==> src/rtl/serial_subtractor.sv <==
// Multi-cycle subtractor: diff = a - b - bin, DIGIT bits per clock through a
// ripple of full-subtractor cells, with valid/ready handshakes on both sides.
module serial_subtractor #(
  parameter int WIDTH = 16,
  parameter int DIGIT = 4
) (
  input  logic             clk,
  input  logic             rst,
  input  logic             start_valid,
  output logic             start_ready,
  input  logic [WIDTH-1:0] a,
  input  logic [WIDTH-1:0] b,
  input  logic             bin,
  output logic             res_valid,
  input  logic             res_ready,
  output logic [WIDTH-1:0] diff,
  output logic             bout,
  output logic             zero,
  output logic             ovf
);

  localparam int N  = (DIGIT > 0) ? WIDTH / DIGIT : 1;
  localparam int CW = (N > 1) ? $clog2(N) : 1;
  localparam logic [CW-1:0] LAST = CW'(N - 1);

  generate
    if (WIDTH < 2 || DIGIT < 1 || DIGIT > WIDTH || (WIDTH % DIGIT) != 0) begin : g_bad_params
      $error("serial_subtractor: illegal WIDTH/DIGIT combination");
    end
  endgenerate

  typedef enum logic [1:0] {
    IDLE = 2'd0,
    RUN  = 2'd1,
    DONE = 2'd2
  } state_t;

  state_t state, state_next;

  logic [WIDTH-1:0]       a_sh, b_sh;
  logic                   borrow;
  logic [CW-1:0]          count;
  logic                   a_msb, b_msb;
  logic [DIGIT-1:0]       dig;
  logic                   cell_bout;
  logic [WIDTH+DIGIT-1:0] diff_cat;
  logic [WIDTH-1:0]       diff_shift;
  logic                   accept, last;

  // NOTE: sequential state uses non-blocking assignments so every register
  // samples pre-edge values regardless of block ordering.
  always_ff @(posedge clk) begin
    if (rst) state <= IDLE;
    else     state <= state_next;
  end

  // NOTE: every output of a combinational block gets a default first, so no
  // path through the case leaves a signal unassigned and a latch is inferred.
  always_comb begin
    state_next  = state;
    start_ready = 1'b0;
    res_valid   = 1'b0;
    case (state)
      IDLE: begin
        start_ready = 1'b1;
        if (start_valid) state_next = RUN;
      end
      RUN: begin
        if (count == LAST) state_next = DONE;
      end
      DONE: begin
        res_valid = 1'b1;
        if (res_ready) state_next = IDLE;
      end
      default: state_next = IDLE;
    endcase
  end

  assign accept = (state == IDLE) && start_valid;
  assign last   = (state == RUN) && (count == LAST);

  // Ripple of DIGIT full-subtractor cells on the low bits of the operands.
  always_comb begin
    logic br;
    br  = borrow;
    dig = '0;
    for (int i = 0; i < DIGIT; i++) begin
      dig[i] = a_sh[i] ^ b_sh[i] ^ br;
      br     = (~a_sh[i] & b_sh[i]) | (~(a_sh[i] ^ b_sh[i]) & br);
    end
    cell_bout = br;
  end

  // New digits enter at the top; after N steps the first digit sits at the LSB.
  assign diff_cat   = {dig, diff};
  assign diff_shift = diff_cat[WIDTH+DIGIT-1:DIGIT];

  always_ff @(posedge clk) begin
    if (rst) begin
      a_sh   <= '0;
      b_sh   <= '0;
      borrow <= 1'b0;
      count  <= '0;
      a_msb  <= 1'b0;
      b_msb  <= 1'b0;
      diff   <= '0;
      bout   <= 1'b0;
      zero   <= 1'b0;
      ovf    <= 1'b0;
    end else if (accept) begin
      a_sh   <= a;
      b_sh   <= b;
      borrow <= bin;
      count  <= '0;
      a_msb  <= a[WIDTH-1];
      b_msb  <= b[WIDTH-1];
    end else if (state == RUN) begin
      diff   <= diff_shift;
      a_sh   <= a_sh >> DIGIT;
      b_sh   <= b_sh >> DIGIT;
      borrow <= cell_bout;
      count  <= count + CW'(1);
      if (last) begin
        bout <= cell_bout;
        zero <= (diff_shift == '0);
        ovf  <= (a_msb != b_msb) && (diff_shift[WIDTH-1] != a_msb);
      end
    end
  end

endmodule

==> config.mk <==
export PLATFORM = sky130hd
export DESIGN_NAME = serial_subtractor
export DESIGN_NICKNAME = d
export VERILOG_FILES = /design/src/rtl/serial_subtractor.sv
export SDC_FILE = /design/constraint.sdc
export NUM_CORES = 1
export LEC_CHECK = 0
export BUFFER_PORTS_ARGS = -buffer_cell sky130_fd_sc_hd__buf_2
export CORE_ASPECT_RATIO = 1.1
export CORE_MARGIN = 4
export CORE_UTILIZATION = 40
export DETAILED_ROUTE_END_ITERATION = 10
export PLACE_DENSITY = 0.67
export SLEW_MARGIN = 20
export SYNTH_ARGS = -nofsm -noshare
export SYNTH_HDL_FRONTEND = slang
export SYNTH_SLANG_ARGS = --single-unit
==> constraint.sdc <==
create_clock -name clk -period 2.2 [get_ports clk]
set_input_delay 0.44 -clock clk [delete_from_list [all_inputs] [get_ports clk]]
set_output_delay 0.44 -clock clk [all_outputs]
set_load 0.05 [all_outputs]
==> key figures <==
Synthesis
  – Sequential area share after synthesis: 0.4288
  – Top post-synthesis cells by area: dfxtp_1 43%, a22oi_2 9.2%, nand2_1 8.9%
  – Mapped Cells: 288
  – Syn_area_per_cell: 9.401 um^2
  – Synth cell types: 36
  – Top-area cell type share of the netlist area: 0.4288
  – Synthesized cell area: between 2000 and 3000 um^2
  – Yosys top cell by area: dfxtp_1
  – Flops & latches, synth: 58
  – Syn Nets: between 300 and 400
  – Yosys warns: 0

Routing
  – DRC errors left: 0
  – Routed Antenna Nets: 0
  – Vias/cell: 5.027
  – Detailed Route Iter0 Violations: 139
  – Routed WL: 5778 um
  – DR WL/cell: around 14 um
  – Vias: 2066
  – First drt pass iteration count: 4

Floorplan
  – Die W: about 86 um
  – Full die area: 8151 um^2
  – IO Count: 58
  – Row cnt: 31
  – Core area: 6594 um^2
  – Initial core utilization: 0.4106
  – Die height: 94.29 um

Setup path
  – Worst path top cell family by delay: adder cells
  – CP max-delay cell: fa_2
  – WP data required: between 2 and 2.5 ns
  – Max incr delay on CP: 0.46 ns
  – Nature of the critical path endpoint: register
  – Worst setup path startpoint: a_sh[0]
  – Flop2flop setup slack: -0.07 ns
  – Reg2reg start: a_sh[0]
  – Critical Path AT: about 2.5 ns
  – CP max FO: 4
  – Worst reg2reg path depth: 9
  – CP Depth: 9
  – RR Endpoint: ovf
  – Critical Path, Cell by Cell: fa_1 -> inv_1 -> fa_2 -> fa_2 -> inv_2 -> fa_2 -> and3b_1 -> nor3_2 -> nor3_1
  – Most frequent CP cell: fa_2
  – Kind of critical path: register to register
  – Crit path launch type: register
  – CP Buf/Inv Count: 2

Global routing
  – Grt total ovfl: 0
  – Largest net degree at the start of global routing: 44
  – First-pass GRT wire length: 9584 um
  – Number of global-route vias before repair: approximately 2000
  – All-Layer GR Usage: 0.1505
  – Initial antenna violation count: 0

Placed design
  – HPWL Detailed: 3897 um
  – Port Buffers: 57
  – Final Wtd Congestion: 0.8197
  – Pre-CTS WS: -0.08842 ns

Clocking
  – Post-CTS Setup Inserts: 0
  – Number of buffers created by CTS: 9
  – Post-CTS Hold Buffers: 0
  – Root Driver: clkbuf_8
  – Clk sink count: 58
  – H-tree depth: 3
  – Clk pin slew, worst setup/hold paths: approximately 0.06 ns
  – Later-pin clock latency in the skew report: 0.33 ns
  – CTS tree: done
  – CTS Buffer Depth: 2

Outcome
  – Status: complete, but fails checks
  – Failing checks: setup timing

Cells and area
  – Layout cell share with drive strength beyond 1: 0.4195
  – Nets@finish: 367
  – Area of the multi-input gates: 1271 um^2
  – Antenna cells: 0
  – Final core utilization: 0.4803
  – Area grow syn2layout: 16.96%
  – Reg area: 1164 um^2
  – Fill cells: 658

Timing
  – Final min period: ~2.3 ns
  – Hold Vio Cnt, Final: 0
  – Final period util: 1.032
  – Slew @ Worst Pin: 0.4657 ns
  – Slew Limit Fails: 0
  – Fmax: 440.4 MHz
  – RSZ-0062 raised after global routing: true
  – Final setup violation count: 2
  – Slew Limit Headroom: 0.6895
  – Worst Clk Skew: 0.008859 ns
  – Setup ws final: -0.07089 ns

Power and ir drop
  – Overall power: 2.629 mW
  – Lkg Pwr: 1.191 nW
  – Worst IR drop on VDD: ~0.00050 V
  – Cell area power density: about 830 nW/um^2

Min path
  – Hold crit path type: primary input to register
  – Hold path start: a[14]
  – Worst hold path depth: 3
  – Hold Path Sink: a_sh[14]

Run
  – Max Cap Viol: 0
flip-flops by register name, summed over array words and instances, names as in the netlist:
name	cells
state	2
diff	16
count	2
borrow	1
bout	1
b_msb	1
ovf	1
a_sh	16
zero	1
a_msb	1
b_sh	16
per-stage QoR:
step,setup TNS (ns),cell area (um^2),std cells,hold WS (ns)
2_1_floorplan,0,2713,288,0.4363
3_3_place_gp,-0.1021,2925,396,0.4384
3_5_place_dp,-0.1749,2925,396,0.4447
4_1_cts,-0.1736,3148,411,0.3289
5_1_grt,-0.3420,3167,411,0.3455
6_report,-0.1404,3167,411,0.3443
cells in the mapped netlist (all sizes together):
library cell  number
a2bb2oi            1
ha                 1
nor4               3
nor3               4
nor3b              2
o21a               1
or3                1
a211oi             2
a21oi             52
dfxtp             58
xnor2              1
nand3              6
fa                 4
o21ai              1
and3b              1
inv                7
or3b               1
a311oi             1
buf               32
nor2               5
nand2             66
nor2b              2
o21bai             1
nand2b             2
a22oi             24
nand4              1
mux2i              1
nand3b             2
clkbuf             5
cell usage in the layout (no fill, tap or decap), types with 3 or more instances in the layout:
cell      instances
clkbuf_8         14
dfxtp_1          56
nor2_1            5
a22oi_1           4
inv_2             3
nand2_1          64
nand3_1           6
buf_2            57
a21oi_2          24
a22oi_2          20
nor3_1            3
buf_12            4
a21oi_1          28
inv_1             4
fa_2              3
nor4_1            3
power breakdown:
part	switching [mW]	internal, mW	total [mW]
sequential	0.0421	1.11	1.15
combinational	0.242	0.160	0.402
clock	0.406	0.672	1.08
total	0.691	1.94	2.63
worst min-delay path, cell delays in order:
cell and delay, ns:
buf_2 0.09, nand2_1 0.04, a21oi_1 0.05
metal layers:
layer | GRT usage | part of all wire | vias up | wire [um]
met5 | 0 | 0 | - | 0
met4 | 0.06234 | 0.010 | 0 | 59
met3 | 0.04298 | 0.065 | 7 | 377
met2 | 0.2277 | 0.44 | 57 | 2539
met1 | 0.1996 | 0.48 | 956 | 2801
li1 | - | - | 1046 | -
logic make-up (layout without fill, tap and decap cells):
logic type	after synthesis	count (layout)	share of synthesized area
buf+inv	44	85	0.1095
flops	58	58	0.4288
fa+ha+maj	5	5	0.03420
simple gates	96	96	0.1641
mux	1	1	0.003697
compound gates	83	83	0.2565
xor+xnor	1	1	0.003235
how the worst max path moves through the flow:
stage,to,slack (ns)
6_report,ovf,-0.07
5_1_grt,zero,-0.17
4_1_cts,ovf,-0.09
2_1_floorplan,ovf,0.003
3_5_place_dp,ovf,-0.09
3_3_place_gp,ovf,-0.06
final cells by class:
cell class	instances	area share
inverters	7	0.008297
clock inverters	1	0.009482
well taps	82	0.03240
clock buffers	14	0.06085
flip-flops and latches	58	0.3674
multi-input cells	186	0.4014
repair buffers	63	0.1201
what timing repair did:
| item | CTS | global route |
|---|---|---|
| pin swaps | 1 | 2 |
| resized for setup | 0 | 8 |
| hold endpoints to repair | 0 | 0 |
| setup endpoints to repair | 2 | 2 |
Note: power is estimated with default switching activity, not from simulation.
